==> src/rtl/turbo_encoder_param_if.sv <==
// Stream interface of the turbo encoder: serial bit input side and
// coded-symbol output side, each with valid/ready flow control.
// The slave modport is the encoder; the master modport is its environment
// (bit source on the input side, serializer on the output side).
interface turbo_encoder_param_if;
    logic       punct;
    logic       in_bit;
    logic       in_valid;
    logic       in_ready;
    logic [2:0] out_sym;
    logic [2:0] out_mask;
    logic       out_valid;
    logic       out_ready;
    logic       out_last;

    modport master (
        output punct, in_bit, in_valid, out_ready,
        input  in_ready, out_sym, out_mask, out_valid, out_last
    );

    modport slave (
        input  punct, in_bit, in_valid, out_ready,
        output in_ready, out_sym, out_mask, out_valid, out_last
    );
endinterface

==> src/rtl/turbo_encoder_param.sv <==
// Parametrised turbo encoder: a K-bit block is captured serially, then
// encoded by two RSC encoders (natural order and QPP-interleaved order)
// followed by M tail steps for each encoder. One symbol per output handshake.
// M must be at least 2 (shift register update uses s[M-1:1]).
module turbo_encoder_param #(
    parameter int         K    = 40,
    parameter int         M    = 3,
    parameter logic [M:0] G_FB = 4'b1011,
    parameter logic [M:0] G_FF = 4'b1101,
    parameter int         F1   = 3,
    parameter int         F2   = 10
) (
    input  logic                 clk,
    input  logic                 reset,
    turbo_encoder_param_if.slave bus
);
    localparam int            CW        = $clog2(K);
    localparam int            CW1       = CW + 1;
    localparam logic [CW-1:0] LAST_IDX  = CW'(K - 1);
    localparam logic [CW-1:0] LAST_TAIL = CW'(M - 1);
    localparam logic [CW:0]   K_EXT     = CW1'(K);
    localparam logic [CW-1:0] G_INIT    = CW'((F1 + F2) % K);
    localparam logic [CW-1:0] G_INC     = CW'((2 * F2) % K);

    typedef enum logic [2:0] {IDLE, LOAD, ENCODE, TERM1, TERM2, DONE} state_t;

    state_t        state_q, state_d;
    logic [CW-1:0] idx_q, idx_d;       // load write pointer
    logic [CW-1:0] step_q, step_d;     // data step i, or tail step
    logic [CW-1:0] pi_q, pi_d;         // pi(i)
    logic [CW-1:0] g_q, g_d;           // increment g(i) of pi
    logic          punct_q, punct_d;
    logic [M-1:0]  s1_q, s1_d;         // bit j-1 holds s[j] of encoder 1
    logic [M-1:0]  s2_q, s2_d;
    logic          in_ready_q, in_ready_d;
    logic [2:0]    out_sym_q, out_sym_d;
    logic [2:0]    out_mask_q, out_mask_d;
    logic          out_valid_q, out_valid_d;
    logic          out_last_q, out_last_d;

    logic          buf_mem [K];

    logic          in_accept, advance;
    logic          u1, u2, fb1, fb2, ff1, ff2, a1, a2, z1, z2;
    logic [CW:0]   pi_sum, g_sum;
    logic [CW-1:0] pi_next, g_next;

    assign in_accept = bus.in_valid & in_ready_q;
    // A new symbol may be produced when the output register is empty or draining.
    assign advance   = ~out_valid_q | bus.out_ready;

    assign u1  = buf_mem[step_q];
    assign u2  = buf_mem[pi_q];
    assign fb1 = ^(s1_q & G_FB[M:1]);
    assign fb2 = ^(s2_q & G_FB[M:1]);
    assign ff1 = ^(s1_q & G_FF[M:1]);
    assign ff2 = ^(s2_q & G_FF[M:1]);
    assign a1  = u1 ^ fb1;
    assign a2  = u2 ^ fb2;
    assign z1  = (a1 & G_FF[0]) ^ ff1;
    assign z2  = (a2 & G_FF[0]) ^ ff2;

    // Interleaver address recurrence: both operands are < K, so one
    // conditional subtract is enough to stay in range.
    assign pi_sum  = {1'b0, pi_q} + {1'b0, g_q};
    assign g_sum   = {1'b0, g_q} + {1'b0, G_INC};
    assign pi_next = (pi_sum >= K_EXT) ? CW'(pi_sum - K_EXT) : CW'(pi_sum);
    assign g_next  = (g_sum >= K_EXT) ? CW'(g_sum - K_EXT) : CW'(g_sum);

    // Block buffer write port; contents need no reset.
    always_ff @(posedge clk) begin
        if (in_accept) begin
            buf_mem[idx_q] <= bus.in_bit;
        end
    end

    // State register with asynchronous abort of any block in progress.
    always_ff @(posedge clk or posedge reset) begin
        if (reset) begin
            state_q     <= IDLE;
            idx_q       <= '0;
            step_q      <= '0;
            pi_q        <= '0;
            g_q         <= '0;
            punct_q     <= 1'b0;
            s1_q        <= '0;
            s2_q        <= '0;
            in_ready_q  <= 1'b0;
            out_sym_q   <= '0;
            out_mask_q  <= '0;
            out_valid_q <= 1'b0;
            out_last_q  <= 1'b0;
        end else begin
            state_q     <= state_d;
            idx_q       <= idx_d;
            step_q      <= step_d;
            pi_q        <= pi_d;
            g_q         <= g_d;
            punct_q     <= punct_d;
            s1_q        <= s1_d;
            s2_q        <= s2_d;
            in_ready_q  <= in_ready_d;
            out_sym_q   <= out_sym_d;
            out_mask_q  <= out_mask_d;
            out_valid_q <= out_valid_d;
            out_last_q  <= out_last_d;
        end
    end

    // Next-state and datapath: load, encode, terminate, wait for last handshake.
    always_comb begin
        state_d     = state_q;
        idx_d       = idx_q;
        step_d      = step_q;
        pi_d        = pi_q;
        g_d         = g_q;
        punct_d     = punct_q;
        s1_d        = s1_q;
        s2_d        = s2_q;
        in_ready_d  = in_ready_q;
        out_sym_d   = out_sym_q;
        out_mask_d  = out_mask_q;
        out_valid_d = out_valid_q;
        out_last_d  = out_last_q;

        case (state_q)
            IDLE, LOAD: begin
                in_ready_d = 1'b1;
                if (in_accept) begin
                    if (state_q == IDLE) begin
                        punct_d = bus.punct;
                    end
                    state_d = LOAD;
                    idx_d   = idx_q + 1'b1;
                    if (idx_q == LAST_IDX) begin
                        state_d    = ENCODE;
                        in_ready_d = 1'b0;
                        idx_d      = '0;
                        step_d     = '0;
                        pi_d       = '0;
                        g_d        = G_INIT;
                        s1_d       = '0;
                        s2_d       = '0;
                    end
                end
            end
            ENCODE: begin
                if (advance) begin
                    out_sym_d   = {z2, z1, u1};
                    out_mask_d  = punct_q ? (step_q[0] ? 3'b101 : 3'b011) : 3'b111;
                    out_valid_d = 1'b1;
                    s1_d        = {s1_q[M-2:0], a1};
                    s2_d        = {s2_q[M-2:0], a2};
                    pi_d        = pi_next;
                    g_d         = g_next;
                    step_d      = step_q + 1'b1;
                    if (step_q == LAST_IDX) begin
                        state_d = TERM1;
                        step_d  = '0;
                    end
                end
            end
            TERM1: begin
                // Feeding the feedback sum back in forces a = 0 and flushes s1.
                if (advance) begin
                    out_sym_d   = {1'b0, ff1, fb1};
                    out_mask_d  = 3'b011;
                    out_valid_d = 1'b1;
                    s1_d        = {s1_q[M-2:0], 1'b0};
                    step_d      = step_q + 1'b1;
                    if (step_q == LAST_TAIL) begin
                        state_d = TERM2;
                        step_d  = '0;
                    end
                end
            end
            TERM2: begin
                if (advance) begin
                    out_sym_d   = {ff2, 1'b0, fb2};
                    out_mask_d  = 3'b101;
                    out_valid_d = 1'b1;
                    s2_d        = {s2_q[M-2:0], 1'b0};
                    step_d      = step_q + 1'b1;
                    if (step_q == LAST_TAIL) begin
                        state_d    = DONE;
                        out_last_d = 1'b1;
                        step_d     = '0;
                    end
                end
            end
            DONE: begin
                if (bus.out_ready) begin
                    state_d     = IDLE;
                    out_valid_d = 1'b0;
                    out_last_d  = 1'b0;
                    in_ready_d  = 1'b1;
                end
            end
            default: begin
                state_d = IDLE;
            end
        endcase
    end

    assign bus.in_ready  = in_ready_q;
    assign bus.out_sym   = out_sym_q;
    assign bus.out_mask  = out_mask_q;
    assign bus.out_valid = out_valid_q;
    assign bus.out_last  = out_last_q;
endmodule

==> src/flat_wrapper.sv <==
// flat-port wrapper written by rule: the top's interface ports become plain ports
module turbo_encoder_param_flat 
#(
    parameter int         K    = 40,
    parameter int         M    = 3,
    parameter logic [M:0] G_FB = 4'b1011,
    parameter logic [M:0] G_FF = 4'b1101,
    parameter int         F1   = 3,
    parameter int         F2   = 10
)
  (clk, reset, bus_punct, bus_in_bit, bus_in_valid, bus_out_ready, bus_in_ready, bus_out_sym, bus_out_mask, bus_out_valid, bus_out_last);
  turbo_encoder_param_if bus_i ();
  input  logic clk;
  input  logic reset;
  input wire logic [$bits(bus_i.punct)-1:0] bus_punct;
  input wire logic [$bits(bus_i.in_bit)-1:0] bus_in_bit;
  input wire logic [$bits(bus_i.in_valid)-1:0] bus_in_valid;
  input wire logic [$bits(bus_i.out_ready)-1:0] bus_out_ready;
  output wire logic [$bits(bus_i.in_ready)-1:0] bus_in_ready;
  output wire logic [$bits(bus_i.out_sym)-1:0] bus_out_sym;
  output wire logic [$bits(bus_i.out_mask)-1:0] bus_out_mask;
  output wire logic [$bits(bus_i.out_valid)-1:0] bus_out_valid;
  output wire logic [$bits(bus_i.out_last)-1:0] bus_out_last;
  assign bus_i.punct = bus_punct;
  assign bus_i.in_bit = bus_in_bit;
  assign bus_i.in_valid = bus_in_valid;
  assign bus_i.out_ready = bus_out_ready;
  assign bus_in_ready = bus_i.in_ready;
  assign bus_out_sym = bus_i.out_sym;
  assign bus_out_mask = bus_i.out_mask;
  assign bus_out_valid = bus_i.out_valid;
  assign bus_out_last = bus_i.out_last;
  turbo_encoder_param #(.K(K), .M(M), .G_FB(G_FB), .G_FF(G_FF), .F1(F1), .F2(F2)) u_core (.clk(clk), .reset(reset), .bus(bus_i));
endmodule
==> config.mk <==
export PLATFORM = sky130hd
export DESIGN_NAME = turbo_encoder_param_flat
export DESIGN_NICKNAME = d
export VERILOG_FILES = /design/src/rtl/turbo_encoder_param_if.sv /design/src/rtl/turbo_encoder_param.sv /design/src/flat_wrapper.sv
export SDC_FILE = /design/constraint.sdc
export NUM_CORES = 1
export LEC_CHECK = 0
export BUFFER_PORTS_ARGS = -buffer_cell sky130_fd_sc_hd__buf_2
export CAP_MARGIN = 20
export CORE_MARGIN = 2
export CORE_UTILIZATION = 62
export CTS_CLUSTER_DIAMETER = 40
export DETAILED_ROUTE_END_ITERATION = 7
export GPL_TIMING_DRIVEN = 0
export PLACE_DENSITY = 0.8
export SLEW_MARGIN = 25
export SYNTH_ARGS = -nofsm -noshare
export SYNTH_HDL_FRONTEND = slang
export SYNTH_SLANG_ARGS = --single-unit
export TNS_END_PERCENT = 1
==> constraint.sdc <==
create_clock -name clk -period 3.1 [get_ports clk]
set_input_delay 0.155 -clock clk [delete_from_list [all_inputs] [get_ports clk]]
set_output_delay 0.155 -clock clk [all_outputs]
set_load 0.02 [all_outputs]
# == After elaboration in Yosys (flattened, before gate mapping) ==
# Memory sizes are Yosys's and may differ from the RTL's.
# Index checks and enable logic that the tools add are counted.
# word_totals
output_inout_bits,9
word_cells,131
inputBits,6
mem_bits_rw,40
mem_count,1
regBits,43
# mem_list
name,words,width,rd,rd_clocked_by_memory_dff,wr,line_no,source
u_core.buf_mem,40,1,2,0,1,turbo_encoder_param.sv:41,logic buf_mem [K];
# op_classes
magnitude_cmp,2
eq_ne,19
n_mux,56
n_reduce_logical,27
n_bitwise,7
addsub,6
# op_table
op,n
6-bit two-way mux,13
3-bit two-way mux,22
3-bit one-hot mux with 3 select lines,4
6-bit one-hot mux with 2 select lines,2
"2-bit by 1-bit inequality test with 1-bit output, second input constant",10
6-bit one-hot mux with 3 select lines,1
3-bit one-hot mux with 5 select lines,1
5-bit AND reduction,3
"7-bit by 6-bit >= comparator with 1-bit output, second input constant",2
"6-bit by 1-bit adder with 6-bit output, second input constant",2
"6-bit == test, second input constant",2
4-bit AND reduction,3
3-bit nonzero test,4
3-bit XOR reduction,4
"6-bit subtractor, second input constant",2
1-bit two-way mux,9
8-bit AND reduction,1
2-bit nonzero test,4
"6-bit by 5-bit adder with 7-bit output, second input constant",1
6-bit by 6-bit adder with 7-bit output,1
"3-bit by 2-bit == test with 1-bit output, second input constant",2
"3-bit == test, second input constant",2
"6-bit by 2-bit == test with 1-bit output, second input constant",1
1-bit one-hot mux with 2 select lines,3
other kinds (12),18

# == Logic depth before layout (Yosys ltp) ==
# logic_depth
depth_word,5
depth_mapped,10
ltp_nobuf,10

# == Worst setup path after synthesis ==
# Ideal clock, no wire load.
# synth_path
path_type,reg2reg
from,register u_core.g_q[2]
to,register u_core.pi_q[4]
synth_period_minus_slack_ps,2550
path_stages_with_launch,10
setup_time_ps,83
n_path_buf,0
t_required_ps,3017
setup_slack_ps,550
arrival_ps,2467
path_cell_list,dfrtp_1 > ha_1 > a21o_1 > a21oi_1 > xnor2_1 > ha_1 > a21bo_2 > a21boi_0 > mux2_2 > o22ai_1
# synth_via
elab_chain_cells,5
word_cells_on_any_way,6
cone_classes,2 x add/sub; 1 x order compare; 3 x mux
# synth_lines
element,line_no,source
start: declaration,turbo_encoder_param.sv:31,"logic [CW-1:0] g_q, g_d;"
start signal: assignment,turbo_encoder_param.sv:98,g_q <= g_d;
6-bit by 6-bit adder with 7-bit output (*),turbo_encoder_param.sv:65,"assign pi_sum = {1'b0, pi_q} + {1'b0, g_q};"
6-bit subtractor or 7-bit by 6-bit >= comparator with 1-bit output (tied branches),turbo_encoder_param.sv:67,assign pi_next = (pi_sum >= K_EXT) ? CW'(pi_sum - K_EXT) : CW'(pi_sum);
6-bit two-way mux (*),turbo_encoder_param.sv:67,
6-bit two-way mux (*),turbo_encoder_param.sv:148,if (advance) begin
6-bit one-hot mux with 2 select lines (*),turbo_encoder_param.sv:126,case (state_q)
end signal: assignment,turbo_encoder_param.sv:97,pi_q <= pi_d;
end: declaration,turbo_encoder_param.sv:30,"logic [CW-1:0] pi_q, pi_d;"
# Every way passes the cells marked *; elsewhere a longest branch is shown, timed or not. The select of a mux whose other input is x is not followed.
# A chain may end at the register's enable or synchronous reset.

# == Worst setup path in the final report ==
# Ends and elaborated chain as after synthesis.

==> flow_metrics.py <==
metrics = {
    "floorplan": {
        "dieArea_mm2": 0.00837,
        "num_rows": 31,
        "die_w_um": 91.5,
        "start_util_pct": 64.8,
        "die-height_um": 91.5,
        "num_io_pins": 15,
        "core_mm2": 0.00733,
    },
    "grt": {
        "grt_max_degree": 41,
        "grt_pass1_vias": 3655,
        "grtUsageTotal_pct": 28.0,
        "antenna_found_initial": 0,
        "grt_pass1_wl_um": 18200,
        "gr-total-overflow": 0,
    },
    "synthesis": {
        "synthFlopType": "dfrtp_1",
        "synth_cells": 458,
        "ys_types": 54,
        "ys_warn_count": 0,
        "synth-seq-cells": 82,
        "synthesis.nets": 477,
        "synth_async_sr_flop_share_pct": 51.2,
        "yosysTopAreaCellShare_pct": 25.3,
        "synth_area_leader_cell": "edfxtp_1",
        "syn_area_per_cell_um2": 10.4,
        "synthTopCellsByArea": "edfxtp_1 (25%), dfrtp_1 (22%), mux4_2 (5.2%)",
        "yosysSeqAreaShare_pct": 47.4,
        "synth_area_mm2": 0.00475,
        "synth_edf_count": 40,
    },
    "pwr": {
        "power_uw": 3270,
        "switchingPower_uw": 1200,
        "power_density_mw_per_mm2": 631,
        "swShare_pct": 36.7,
        "pwr-share-clk_pct": 24.5,
        "internal_power_uw": 2070,
        "vdd_drop_max_mv": 0.675,
        "comb_power_share_pct": 33.7,
        "power.leakage_uw": 0.00194,
        "power_frac_seq_pct": 41.7,
    },
    "cells_and_area": {
        "area_delta_synth_final_pct": 9.20,
        "layout_commonest_cell": "nor2_1",
        "drive_gt1_share_pct": 11.6,
        "final_util_pct": 70.7,
        "layout_common_cells": "nor2_1 (58), nand2_1 (56), dfrtp_1 (42)",
        "final_nets": 504,
        "antenna_cells": 0,
    },
    "cts": {
        "numCtsBuffers": 9,
        "clock_sinks": 82,
        "cts_tree": "done",
        "cts_setup_buffers": 0,
        "cts_max_path_buffers": 2,
        "worstSkewPairLatency_ns": 0.36,
        "htree_levels": 3,
        "cts-root-buf": "clkbuf_8",
        "clkSlewWorstSetupHoldPaths_ns": 0.08,
    },
    "critical_path": {
        "reg2reg_setup_slack_ns": 0.26,
        "crit_path_end_kind": "flip-flop",
        "worst-endpoint-required_ns": 3.38,
        "critPathLaunchType": "flip-flop",
        "cp_max_fo": 7,
        "worst_r2r_path_depth": 9,
        "critPathKind": "reg -> reg",
        "timing.rr.start": "u_core.g_q[2]$_DFFE_PP0P_",
        "r2r_end": "u_core.pi_q[4]$_DFFE_PP0P_",
        "crit_arrival_ns": 3.12,
        "critPathLaunch": "u_core.g_q[2]$_DFFE_PP0P_",
    },
    "sta": {
        "period_share_pct": 91.6,
        "hold_viol_final": 0,
        "layout_min_cycle_time_ns": 2.84,
        "fin_skew_ns": 0.00898,
        "rsz0062_at_grt": "false",
        "max_freq_ghz": 0.352,
        "tns_ns": 0,
        "tightest_slew_ns": 0.774,
        "drv_slew": 0,
        "setup-violations-final": 0,
        "setup_ws_ns": 0.260,
        "relSlewSlack_pct": 48.0,
    },
    "worst_hold_path": {
        "hp-class": "in -> reg",
        "worstHoldEndpoint": "u_core.punct_q$_DFFE_PP0P_",
        "min_path_cells": 2,
        "min_from": "bus_punct",
    },
    "drt": {
        "antenna_left": 0,
        "dr_wl_met3_um": 707,
        "drtIter0Drc": 339,
        "wl_met1_um": 4540,
        "highest_layer": "met4",
        "wl_um": 10800,
        "via_count": 3633,
        "dr_wl_met2_um": 5330,
        "routedWlPerCell_um": 18.3,
        "firstDrtPassIters": 5,
        "viasPerCell": 6.17,
        "drc_errors": 0,
    },
    "placement": {
        "place.gp.congestion": 0.849,
        "io_buffers": 14,
        "dpl_worst_slack_ns": 0.197,
        "hpwl_um": 7950,
    },
    "outcome": {
        "status": "finished clean",
    },
    "job": {
        "maxCapViolCount": 0,
    },
}
power groups by stage:
stage | registers, uW | logic, uW | clock network, uW
after floorplan | 1400 | 786 | 0
after global placement | 1370 | 1050 | 0
after detailed placement | 1380 | 1090 | 0
after CTS | 1360 | 1090 | 805
after global routing | 1380 | 1230 | 851
final | 1370 | 1100 | 802
synthesized netlist by cell type, types with 4 or more instances:
cell type,n
mux4_1,5
edfxtp_1,40
o22ai_1,7
mux2_2,5
mux2i_1,15
dfrtp_1,42
inv_1,8
nand2b_1,8
ha_1,13
nor2b_1,10
buf_1,5
a21oi_1,22
mux4_2,11
nand4_1,7
nor2_1,58
nor3_1,8
nand2_1,56
and3_1,4
nand3_1,12
o21ai_0,25
a22o_1,4
o31ai_1,4
a31oi_1,5
clkbuf_1,19
xor2_1,7
xnor2_1,13
worst max-delay path, stage by stage, from the launching register on:
cell and delay, ns:
dfrtp_1 0.47, ha_1 0.37, a21o_1 0.19, a21oi_1 0.21, xnor2_1 0.21, ha_1 0.25, a21bo_2 0.23, a21boi_0 0.33
mux2_2 0.38, o22ai_1 0.13
metrics by stage:
step                      cell area, um^2  hold slack, ns  instances
after global placement               4940           0.388        571
after floorplan                      4750           0.254        458
after detailed placement             4970           0.232        572
final                                5180          0.0200        589
after CTS                            5180          0.0128        589
after global routing                 5180          0.0162        589
state kept, by name, indices dropped and copies added, names as in the netlist, 3 cells and up:
register and flops:
u_core.bus.out_mask 3, u_core.pi_q 6, u_core.step_q 6, u_core.bus.out_sym 3
u_core.buf_mem 40, u_core.idx_q 6, u_core.state_q 3, u_core.s1_q 3
u_core.s2_q 3, u_core.g_q 5
worst max-delay path by stage:
stage | slack, ns | cells after the start | endpoint
5_1_grt | 0.07 | 9 | u_core.pi_q[4]$_DFFE_PP0P_
4_1_cts | 0.19 | 7 | u_core.s2_q[0]$_DFFE_PP0P_
3_5_place_dp | 0.20 | 7 | u_core.s2_q[0]$_DFFE_PP0P_
3_3_place_gp | 0.23 | 7 | u_core.s2_q[0]$_DFFE_PP0P_
6_report | 0.26 | 9 | u_core.pi_q[4]$_DFFE_PP0P_
2_1_floorplan | 0.55 | 9 | u_core.pi_q[4]$_DFFE_PP0P_
repair_timing:
| action | in CTS | in global routing |
|---|---|---|
| gates resized for setup | 0 | 1 |
| endpoints found under the setup margin | 0 | 1 |
| hold buffers | 1 | 0 |
| hold endpoints to repair | 22 | 0 |
layer usage:
layer	vias up	track usage, %
met2	149	46.3
met4	0	8.84
li1	1726	-
met5	-	0
met1	1741	37.9
met3	17	4.90
area by class of cell:
type                       instances  area [um^2]
tap                               99          124
timing repair buffer              16          108
buffer                            26          108
fill                             539         2150
sequential                        82         2250
multi-input combinational        342         2360
clock buffer                      10          138
inverter                           8         30.0
clock inverter                     6         66.3
cell families after synthesis:
| group | Yosys count | synth area share, % |
|---|---|---|
| AND/OR/NAND/NOR | 181 | 17.7 |
| AO/OA/AOI/OAI | 92 | 12.5 |
| adder cells (fa/ha/maj) | 13 | 3.43 |
| XOR/XNOR | 20 | 3.69 |
| multiplexers | 36 | 12.3 |
| flip-flops | 82 | 47.4 |
| buffers and inverters | 34 | 2.87 |
Note: power is estimated with default switching activity, not from simulation.
